`src/rtl/if_id_queue.sv`:
```
// Fetch-to-decode queue: circular buffer of DEPTH {instr, pc, pc+4} entries with
// first-word-fall-through head outputs, decode stall back-pressure and flush.
`ifndef DATA_WIDTH
`define DATA_WIDTH 32
`endif
`ifndef INSTR_WIDTH
`define INSTR_WIDTH 32
`endif

module if_id_queue #(
    parameter int                     DEPTH       = 4,
    parameter int                     DATA_WIDTH  = `DATA_WIDTH,
    parameter int                     INSTR_WIDTH = `INSTR_WIDTH,
    parameter logic [INSTR_WIDTH-1:0] NOP_INSTR   = 32'h0000_0013
) (
    input  logic                           clk,
    input  logic                           rst_n,
    input  logic                           valid_f_i,
    output logic                           ready_f_o,
    input  logic [INSTR_WIDTH-1:0]         instr_f_i,
    input  logic [DATA_WIDTH-1:0]          pc_f_i,
    input  logic [DATA_WIDTH-1:0]          pc_plus_4_f_i,
    input  logic                           flush_d_i,
    input  logic                           ready_id_i,
    output logic                           valid_id_o,
    output logic [INSTR_WIDTH-1:0]         instr_id_o,
    output logic [DATA_WIDTH-1:0]          pc_id_o,
    output logic [DATA_WIDTH-1:0]          pc_plus_4_id_o,
    output logic [$clog2(DEPTH+1)-1:0]     count_o
);

    localparam int PTR_W = $clog2(DEPTH);
    localparam int CNT_W = $clog2(DEPTH+1);

    typedef struct packed {
        logic [INSTR_WIDTH-1:0] instr;
        logic [DATA_WIDTH-1:0]  pc;
        logic [DATA_WIDTH-1:0]  pc_plus_4;
    } entry_t;

    entry_t             mem [DEPTH];
    entry_t             head;
    logic [PTR_W-1:0]   wr_ptr;
    logic [PTR_W-1:0]   rd_ptr;
    logic [CNT_W-1:0]   count;
    logic               enq;
    logic               deq;

    // Handshakes depend only on registered count, so flush/ready_id never reach ready_f_o.
    assign ready_f_o  = (count != CNT_W'(DEPTH));
    assign valid_id_o = (count != '0);
    assign count_o    = count;

    assign enq = valid_f_i && ready_f_o && !flush_d_i;
    assign deq = valid_id_o && ready_id_i && !flush_d_i;

    // NOTE: storage is deliberately left out of reset; count gates every read of it.
    always_ff @(posedge clk) begin
        if (enq) begin
            mem[wr_ptr] <= '{instr: instr_f_i, pc: pc_f_i, pc_plus_4: pc_plus_4_f_i};
        end
    end

    // NOTE: non-blocking assignments keep every register updating from pre-edge values.
    always_ff @(posedge clk or negedge rst_n) begin
        if (!rst_n) begin
            wr_ptr <= '0;
            rd_ptr <= '0;
            count  <= '0;
        end else if (flush_d_i) begin
            wr_ptr <= '0;
            rd_ptr <= '0;
            count  <= '0;
        end else begin
            // DEPTH is a power of two, so pointer overflow is the DEPTH-1 -> 0 wrap.
            if (enq) wr_ptr <= wr_ptr + PTR_W'(1);
            if (deq) rd_ptr <= rd_ptr + PTR_W'(1);
            case ({enq, deq})
                2'b10:   count <= count + CNT_W'(1);
                2'b01:   count <= count - CNT_W'(1);
                default: count <= count;
            endcase
        end
    end

    assign head = mem[rd_ptr];

    // NOTE: defaults first so no path through this block leaves an output unassigned (no latch).
    always_comb begin
        instr_id_o     = NOP_INSTR;
        pc_id_o        = '0;
        pc_plus_4_id_o = '0;
        if (valid_id_o) begin
            instr_id_o     = head.instr;
            pc_id_o        = head.pc;
            pc_plus_4_id_o = head.pc_plus_4;
        end
    end

endmodule

```
`config.mk`:
```
export PLATFORM = sky130hd
export DESIGN_NAME = if_id_queue
export DESIGN_NICKNAME = d
export VERILOG_FILES = /design/src/rtl/if_id_queue.sv
export SDC_FILE = /design/constraint.sdc
export NUM_CORES = 1
export LEC_CHECK = 0
export CORE_MARGIN = 8
export CORE_UTILIZATION = 48
export CTS_CLUSTER_SIZE = 12
export DETAILED_ROUTE_END_ITERATION = 7
export PLACE_DENSITY = 0.71
export SYNTH_ARGS = -nofsm -noshare
export SYNTH_HDL_FRONTEND = slang
export SYNTH_SLANG_ARGS = --single-unit
```
`constraint.sdc`:
```
create_clock -name clk -period 4.65 [get_ports clk]
set_input_delay 0.465 -clock clk [delete_from_list [all_inputs] [get_ports clk]]
set_output_delay 0.465 -clock clk [all_outputs]
set_load 0.03 [all_outputs]
```
==> results of run 1 <==
## cells by family (layout without fill, tap and decap cells)
family | Yosys count | in the layout | share of synthesized area [%]
other | 0 | 1 | 0
flip-flops | 391 | 391 | 77.8
adder cells (fa/ha/maj) | 5 | 5 | 0.466
multiplexers | 97 | 97 | 14.5
AO/OA/AOI/OAI | 17 | 17 | 0.807
buffers and inverters | 44 | 288 | 1.51
AND/OR/NAND/NOR | 117 | 117 | 4.74
XOR/XNOR | 3 | 3 | 0.175
## worst max-delay path, stage by stage (launching register included)
cell and delay [ns]:
dfrtp_1 0.60, nor3_2 0.16, inv_2 0.55, buf_12 0.29, and2_1 0.23, clkdlybuf4s50_1 0.70
## cell type report
cell class | instances | area [um2] | area share (%)
Inverter | 6 | 22.5 | 0.120
Multi-Input combinational cell | 239 | 3120 | 16.6
Clock buffer | 57 | 1140 | 6.06
Clock inverter | 10 | 78.8 | 0.419
Sequential cell | 391 | 11700 | 62.3
Antenna cell | 1 | 2.50 | 0.0133
Tap cell | 402 | 503 | 2.68
Timing Repair Buffer | 215 | 2220 | 11.8
## metrics by stage
stage | total power, mW | util [%] | hold WS (ns) | std cells | worst slack (ns)
finish | 9.53 | 60.2 | 0.251 | 1321 | 1.13
global route | 9.91 | 60.2 | 0.254 | 1320 | 0.893
floorplan | 5.70 | - | 0.169 | 674 | 0.664
global placement | 6.67 | 56.3 | 0.595 | 1253 | 1.59
CTS | 9.67 | 60.2 | 0.230 | 1320 | 1.03
detailed placement | 6.69 | 56.3 | 0.601 | 1253 | 1.56
## state kept, by name (all words and copies together) (netlist names)
name,flops
mem,384
count_o,3
rd_ptr,2
wr_ptr,2
## placed cells by master, fill, tap and decap left out, types with 6 or more instances in the layout
cell type and n:
and2_1 93, edfxtp_1 384, buf_12 8, clkdlybuf4s50_1 201
buf_4 6, mux4_2 96, clkbuf_1 13, clkbuf_16 43
## routing by layer
| metal | track usage [%] | vias to the layer above | wire [um] |
|---|---|---|---|
| met1 | 21.9 | 3686 | 13000 |
| met2 | 26.2 | 195 | 14400 |
| li1 | - | 3190 | - |
| met5 | 0 | - | 27 |
| met4 | 4.11 | 4 | 507 |
| met3 | 3.56 | 49 | 1900 |
## worst min path at each step
stage | end | slack, ns
2_1_floorplan | count_o[0]$_DFFE_PN0P_ | 0.17
3_3_place_gp | wr_ptr[0]$_DFFE_PN0P_ | 0.60
3_5_place_dp | wr_ptr[1]$_DFFE_PN0P_ | 0.60
4_1_cts | count_o[2]$_DFFE_PN0P_ | 0.23
5_1_grt | count_o[2]$_DFFE_PN0P_ | 0.25
6_report | rd_ptr[1]$_DFFE_PN0P_ | 0.25
## power by group
part / internal (mW) / total [mW] / switching [mW]
Sequential: 4.00 / 4.10 / 0.0934
Combinational: 1.14 / 2.46 / 1.33
Clock: 1.75 / 2.97 / 1.21
==> qor.yml, run 1 <==
status: "finished clean"
ctsRootBufferMaster: "clkbuf_16"
yosys_warnings: 0
clockBufferDepth: 3
crit_start: "count_o[1]$_DFFE_PN0P_"
post_cts_buffers: 0
nets: 1000
synth_area_per_cell_um2: 22.3
setup_tns_ns: 0
hold_violations: 0
die_x_um: 193
path_clk_slew_ns: 0.06
grt_max_degree: 97
critPathLaunchType: "flip-flop"
syn_inst: 674
yosysMostFrequentCell: "edfxtp_1"
rows: 65
htreeDepth: 2
vias: 7124
syn_area_mm2: 0.0150
fill_cells: 2278
tightestPinTransition_ns: 0.745
synth_area_leaders: "edfxtp_1 77%, mux4_2 14%, and2_1 3.9%, dfrtp_1 1.2%, buf_2 0.53%"
routed_wirelength_mm: 29.8
synthDistinctLibCells: 39
drc_errors: 0
reg2reg_slack_ns: 2.25
cp-endpoint: "pc_plus_4_id_o[27]"
timing.slew.headroom_pct: 50.3
ant_nets: 0
io_pins: 202
drive_gt1_share_pct: 18.4
coreArea_mm2: 0.0312
grt_usage_pct: 16.1
seq_area_frac_synth_pct: 77.8
synth_top_area_share_pct: 76.7
path_class: "flip-flop to primary output"
r2r_cells: 4
placed_area_mm2: 0.0176
rr_startpoint: "count_o[1]$_DFFE_PN0P_"
grt_pass1_wl_mm: 45.1
synth_flop_cell: "edfxtp_1"
p_leak_nw: 5.93
worstPathArrival_ns: 3.05
viasPerCell: 5.39
cts.sinks: 391
grt_pass1_vias: 7751
cts_hold_buffers: 0
grt_overflow: 0
crit_path_end_kind: "primary output"
cts_made_buffers: 41
drt-initial-drc-count: 388
rsz0062_at_grt: "false"
p_per_area_mw_per_mm2: 507
yosysTopAreaCell: "edfxtp_1"
synth_common_cells: "384 x edfxtp_1, 96 x mux4_2, 93 x and2_1"
max_freq_ghz: 0.284
syn_nets: 780
dp_hpwl_mm: 17.8
die_area_mm2: 0.0372
async_flop_share_pct: 1.79
rr_endpoint: "mem[3][24]$_DFFE_PP_"
syn2layout_area_growth_pct: 25.0
cts_resized: 0
maxSlewViolCount: 0
fin_area_mm2: 0.0188
post_drt_wl_per_cell_um: 22.6
cts_tree: "done"
synth_edf_count: 384
first_pass_iters: 4
hold_class: "input port to async pin"
initial_core_util_pct: 48.1
required_ns: 4.18
antenna_found_initial: 2
finClkSkew_ns: 0.0115
maxCapViolCount: 0
critPathMaxFanout: 50
port_buffers: 201
clk_latency_ns: 0.52
fin_crit_sh_pct: 75.6
globalplace.congestion: 0.743
chipHeight_um: 193
min_period_ns: 3.52
setup_violations: 0
ys_ff_latch: 391
ir_worst_vdd_v: 0.000312
Power figures use the tool's default switching activity.
==> run 2: changes to the inputs <==
--- a/config.mk
+++ b/config.mk
@@ -9,7 +9,7 @@
 export CORE_UTILIZATION = 48
 export CTS_CLUSTER_SIZE = 12
 export DETAILED_ROUTE_END_ITERATION = 7
-export PLACE_DENSITY = 0.71
+export PLACE_DENSITY = 0.74
 export SYNTH_ARGS = -nofsm -noshare
 export SYNTH_HDL_FRONTEND = slang
 export SYNTH_SLANG_ARGS = --single-unit
==> constraint.sdc (replaced) <==
create_clock -name clk -period 2.9 [get_ports clk]
set_input_delay 0.29 -clock clk [delete_from_list [all_inputs] [get_ports clk]]
set_output_delay 0.29 -clock clk [all_outputs]
set_load 0.03 [all_outputs]
==> qor.yml, run 2 (synthesized netlist as in run 1, its figures left out) <==
drc_errors: 0  # unchanged
post_cts_buffers: 0  # unchanged
grt_max_degree: 53  # -45%
timing.slew.headroom_pct: 70.0  # +20 points
maxSlewViolCount: 0  # unchanged
path_class: "flip-flop to primary output"
finClkSkew_ns: 0.0192  # +0.00768 ns
htreeDepth: 2  # unchanged
ant_nets: 0  # unchanged
port_buffers: 201  # unchanged
globalplace.congestion: 0.709  # -4.6%
cts_hold_buffers: 0  # unchanged
syn2layout_area_growth_pct: 26.5
routed_wirelength_mm: 30.4  # +1.9%
dp_hpwl_mm: 18.6  # +4.3%
power_mw: 15.2  # +60%
place_inst: 1264  # +0.88%
status: "finished clean"
met1_usage_pct: 21.1  # -0.75 points
ir_worst_vdd_v: 0.000564  # +81%
top_usage_layer: "met2"
cts_tree: "done"
initial_core_util_pct: 48.1  # unchanged
crit_path_end_kind: "primary output"
clockBufferDepth: 3  # unchanged
top_register: "mem"
r2r_cells: 5  # +1
insertedDiodeCount: 0  # -1
grt_use_met3_pct: 3.78  # +0.22 points
drive_gt1_share_pct: 19.8  # +1.4 points
reg2reg_slack_ns: 0.59  # -1.66 ns
die_x_um: 193  # unchanged
instances_no_fill: 1330  # +0.68%
critPathLaunchType: "flip-flop"
final_common_cell: "edfxtp_1"
post_drt_wl_per_cell_um: 22.8  # +1.2%
chipHeight_um: 193  # unchanged
met2_usage_pct: 28.2  # +2.0 points
rr_startpoint: "count_o[1]$_DFFE_PN0P_"
hold_violations: 0  # unchanged
coreArea_mm2: 0.0312  # unchanged
rr_endpoint: "count_o[2]$_DFFE_PN0P_"
layout_common_cells: "384 x edfxtp_1, 113 x clkdlybuf4s50_1, 96 x mux4_2"
cts.sinks: 391  # unchanged
tightestPinTransition_ns: 0.452  # -0.293 ns
rsz0062_at_grt: "false"
die_area_mm2: 0.0372  # unchanged
largest_register_ff_count: 384  # unchanged
fin_crit_sh_pct: 96.1
grt_overflow: 0  # unchanged
clk_latency_ns: 0.52  # about the same
first_pass_iters: 4  # unchanged
rows: 65  # unchanged
io_pins: 202  # unchanged
p_per_area_mw_per_mm2: 801  # +58%
cts_made_buffers: 41  # unchanged
drt-initial-drc-count: 388  # unchanged
setup_violations: 0  # unchanged
maxCapViolCount: 0  # unchanged
nets: 1012  # +1.2%
p_leak_nw: 6.54  # +10%
required_ns: 2.61  # -1.57 ns
worstPathArrival_ns: 2.50  # -0.55 ns
grt_pass1_vias: 7912  # +2.1%
grt_usage_pct: 16.4  # +0.33 points
vias: 7186  # +0.87%
path_clk_slew_ns: 0.06  # about the same
min_period_ns: 2.79
antenna_found_initial: 1  # -1
critPathMaxFanout: 16  # -68%
grt_pass1_wl_mm: 45.9  # +1.6%
max_freq_ghz: 0.359
setup_tns_ns: 0  # unchanged
viasPerCell: 5.40  # +0.19%
ctsRootBufferMaster: "clkbuf_16"
hold_class: "input port to async pin"
==> run 2: cell types whose count changed in the layout (fill, tap and decap cells not counted), moves of 4 or more <==
cell / previous run / this run
clkbuf_1: 13 / 9
dlygate4sd2_1: 0 / 73
dlymetal6s2s_1: 0 / 15
clkdlybuf4s50_1: 201 / 113
buf_12: 8 / 18
==> run 2: worst max-delay path by stage <==
stage,startpoint,endpoint,depth (start not counted)
final,rd_ptr[0]$_DFFE_PN0P_,pc_plus_4_id_o[28],4
after global routing,rd_ptr[0]$_DFFE_PN0P_,instr_id_o[10],5
after CTS,rd_ptr[0]$_DFFE_PN0P_,pc_id_o[31],4
after detailed placement,rd_ptr[0]$_DFFE_PN0P_,instr_id_o[24],5
after global placement,rd_ptr[0]$_DFFE_PN0P_,instr_id_o[24],5
after floorplan,count_o[1]$_DFFE_PN0P_,mem[0][0]$_DFFE_PP_,4
==> run 2: layer usage <==
layer | up-vias | part of all wire, %
li1 | 3218 | -
met1 | 3741 | 42
met2 | 191 | 51
met3 | 34 | 5.4
met4 | 2 | 1.5
met5 | - | 0.043
==> run 2: final cells by class <==
type                            count  area (um2)
Fill cell                        2220       12200
Clock inverter                     13         111
Tap cell                          402         503
Clock buffer                       52        1110
Sequential cell                   391       11700
Multi-Input combinational cell    239        3130
Inverter                            6        22.5
Timing Repair Buffer              227        2430
==> run 2: report_power, final <==
part | switching, mW | internal, mW
sequential | 0.0922 | 6.42
combinational | 2.23 | 1.70
clock | 1.95 | 2.85
==> run 2: critical path, stage by stage, from the launching register on <==
cell and delay, ns:
dfrtp_4 0.48, buf_12 0.20, mux4_2 0.51, and2_1 0.18
clkdlybuf4s50_1 0.60
==> run 2: what timing repair did <==
item,CTS,global route
endpoints found under the setup margin,96,20
gates resized for setup,78,17
endpoints found under the hold margin,0,0
gates cloned,1,0
pin swaps,0,1
==> run 2: per-stage QoR <==
step                utilization, %  area (um2)  setup WS, ns  hold slack [ns]
finish                        60.9       19000         0.113           0.0606
global route                  60.9       19000       0.00707           0.0639
CTS                           60.8       19000     0.0000377           0.0389
detailed placement            57.0       17800         0.382            0.600
global placement              57.0       17800         0.399            0.587
floorplan                        -       15000       0.00675         -0.00559
==> run 3: changes to the inputs <==
--- a/config.mk
+++ b/config.mk
@@ -6,10 +6,11 @@
 export NUM_CORES = 1
 export LEC_CHECK = 0
 export CORE_MARGIN = 8
-export CORE_UTILIZATION = 48
+export CORE_UTILIZATION = 49
 export CTS_CLUSTER_SIZE = 12
 export DETAILED_ROUTE_END_ITERATION = 7
-export PLACE_DENSITY = 0.74
+export GPL_ROUTABILITY_DRIVEN = 0
+export PLACE_DENSITY = 0.75
 export SYNTH_ARGS = -nofsm -noshare
 export SYNTH_HDL_FRONTEND = slang
 export SYNTH_SLANG_ARGS = --single-unit
==> qor.yml, run 3 (synthesized netlist as in run 1, its figures left out) <==
r2r_cells: 7  # +2
cp_slowest_cell: "mux4_2"
initial_core_util_pct: 49.4  # +1.3 points
drt-initial-drc-count: 412  # +6.2%
setup_violations: 0  # unchanged
switching_share_pct: 28.1  # +0.075 points
cts_tree: "done"
hold_violations: 0  # unchanged
tightestPinTransition_ns: 0.431  # -0.0212 ns
grt_usage_pct: 16.4  # +0.042 points
grt_overflow: 0  # unchanged
clockBufferDepth: 3  # unchanged
worstPathArrival_ns: 2.46  # -0.04 ns
pre_cts_slack_ns: 0.374  # -0.00845 ns
crit_chain: "bufbuf_16, mux4_2, and2_1, dlygate4sd2_1"
die_x_um: 191  # -0.94%
pwr-share-comb_pct: 25.6  # about the same
rsz0062_at_grt: "false"
setup_ws_ns: 0.151  # +0.0386 ns
first_pass_iters: 7  # +3
pwr-share-clk_pct: 30.7  # -0.8 points
ir_worst_vdd_v: 0.000669  # +19%
p_leak_nw: 6.43  # -1.7%
drc_errors: 0  # unchanged
post_drt_wl_per_cell_um: 22.6  # -1.1%
syn2layout_area_growth_pct: 26.0
setup_tns_ns: 0  # unchanged
p_seq_share_pct: 43.6  # +0.9 points
rr_startpoint: "count_o[1]$_DFFE_PN0P_"
chipHeight_um: 191  # -0.94%
switching_power_mw: 4.19  # -1.9%
antenna_found_initial: 3  # +2
power.internal_mw: 10.7  # -2.3%
hold_class: "input port to async pin"
coreArea_mm2: 0.0304  # -2.6%
fill_cells: 2159  # -2.7%
required_ns: 2.61  # about the same
status: "finished clean"
drive_gt1_share_pct: 19.6  # -0.19 points
fin_crit_sh_pct: 94.8  # -1.3 points
viasPerCell: 5.47  # +1.2%
final_common_cell: "edfxtp_1"
hold_slack_ns: 0.0613  # +0.000714 ns
grt_pass1_wl_mm: 46.0  # +0.24%
p_per_area_mw_per_mm2: 787  # -1.8%
max_freq_ghz: 0.364  # +1.4%
finClkSkew_ns: 0.0137  # -0.00545 ns
rows: 64  # -1.5%
ant_nets: 0  # unchanged
reg2reg_slack_ns: 0.65  # +0.06 ns
grt_pass1_vias: 7897  # -0.19%
layout_common_cells: "384 x edfxtp_1, 105 x clkdlybuf4s50_1, 96 x mux4_2"
critPathMaxFanout: 23  # +7
timing.slew.headroom_pct: 71.3  # +1.3 points
power_mw: 14.9  # -2.2%
place_inst: 1261  # -0.24%
rr_endpoint: "count_o[1]$_DFFE_PN0P_"
ctsRootBufferMaster: "clkbuf_16"
dp_hpwl_mm: 18.8  # +1.4%
top_register: "mem"
insertedDiodeCount: 0  # unchanged
maxSlewViolCount: 0  # unchanged
io_pins: 202  # unchanged
vias: 7260  # +1.0%
routed_wirelength_mm: 30.0  # -1.2%
maxCapViolCount: 0  # unchanged
cts_made_buffers: 40  # -2.4%
cts.sinks: 391  # unchanged
die_area_mm2: 0.0365  # -1.9%
path_class: "flip-flop to primary output"
path_clk_slew_ns: 0.06  # about the same
crit_path_end_kind: "primary output"
port_buffers: 201  # unchanged
nets: 1015  # +0.30%
clk_latency_ns: 0.51  # about the same
critPathLaunchType: "flip-flop"
htreeDepth: 2  # unchanged
grt_max_degree: 54  # +1.9%
min_period_ns: 2.75  # -0.0386 ns
critPathMaxStageDelay_ns: 0.52  # -0.08 ns
instances_no_fill: 1328  # -0.15%
largest_register_ff_count: 384  # unchanged
## run 3: per-stage QoR
| stage | util (%) | cell area, um2 |
|---|---|---|
| 2_1_floorplan | - | 15000 |
| 3_3_place_gp | 58.6 | 17800 |
| 3_5_place_dp | 58.6 | 17800 |
| 4_1_cts | 62.2 | 18900 |
| 5_1_grt | 62.3 | 18900 |
| 6_report | 62.3 | 18900 |
## run 3: routing by layer
| layer | up-vias | wire length, um | track usage, % |
|---|---|---|---|
| li1 | 3220 | - | - |
| met1 | 3773 | 12400 | 21.5 |
| met2 | 218 | 15000 | 27.6 |
| met3 | 45 | 2060 | 3.98 |
| met4 | 4 | 489 | 3.82 |
| met5 | - | 27 | 0 |
## run 3: layout make-up
cell class	count	area, um2	share of cell area (%)
Inverter	6	22.5	0.119
Multi-Input combinational cell	239	3120	16.5
Tap cell	396	495	2.62
Timing Repair Buffer	231	2420	12.8
Clock inverter	6	37.5	0.198
Sequential cell	391	11700	61.8
Clock buffer	59	1130	5.99
## run 3: critical path: cells and delay by family, from the launching register on
family        cells  cell delay, ns
buf+inv           2            0.74
mux               1            0.52
flops             1            0.51
simple gates      1            0.18
## run 3: worst max path at each step
stage / from / endpoint / slack, ns / cells after the start
global placement: rd_ptr[0]$_DFFE_PN0P_ / instr_id_o[1] / 0.39 / 4
global route: count_o[0]$_DFFE_PN0P_ / ready_f_o / 0.05 / 4
CTS: rd_ptr[0]$_DFFE_PN0P_ / pc_plus_4_id_o[16] / 0.00008 / 4
finish: rd_ptr[0]$_DFFE_PN0P_ / pc_plus_4_id_o[19] / 0.15 / 4
floorplan: count_o[1]$_DFFE_PN0P_ / mem[0][0]$_DFFE_PP_ / 0.007 / 4
detailed placement: rd_ptr[0]$_DFFE_PN0P_ / instr_id_o[1] / 0.37 / 4
## run 3: timing repair
item,CTS,global route
pin swaps,0,0
gates cloned,1,0
setup buffers,1,0
hold buffers,0,0
resized for setup,93,4
endpoints found under the hold margin,0,0
setup endpoints to repair,73,4
## run 3: power by group through the flow
| stage | logic [mW] | registers, mW | clock network, mW |
|---|---|---|---|
| 2_1_floorplan | 2.52 | 6.60 | 0 |
| 3_3_place_gp | 4.17 | 6.61 | 0 |
| 3_5_place_dp | 4.20 | 6.62 | 0 |
| 4_1_cts | 3.93 | 6.51 | 4.70 |
| 5_1_grt | 4.09 | 6.52 | 4.90 |
| 6_report | 3.82 | 6.51 | 4.59 |
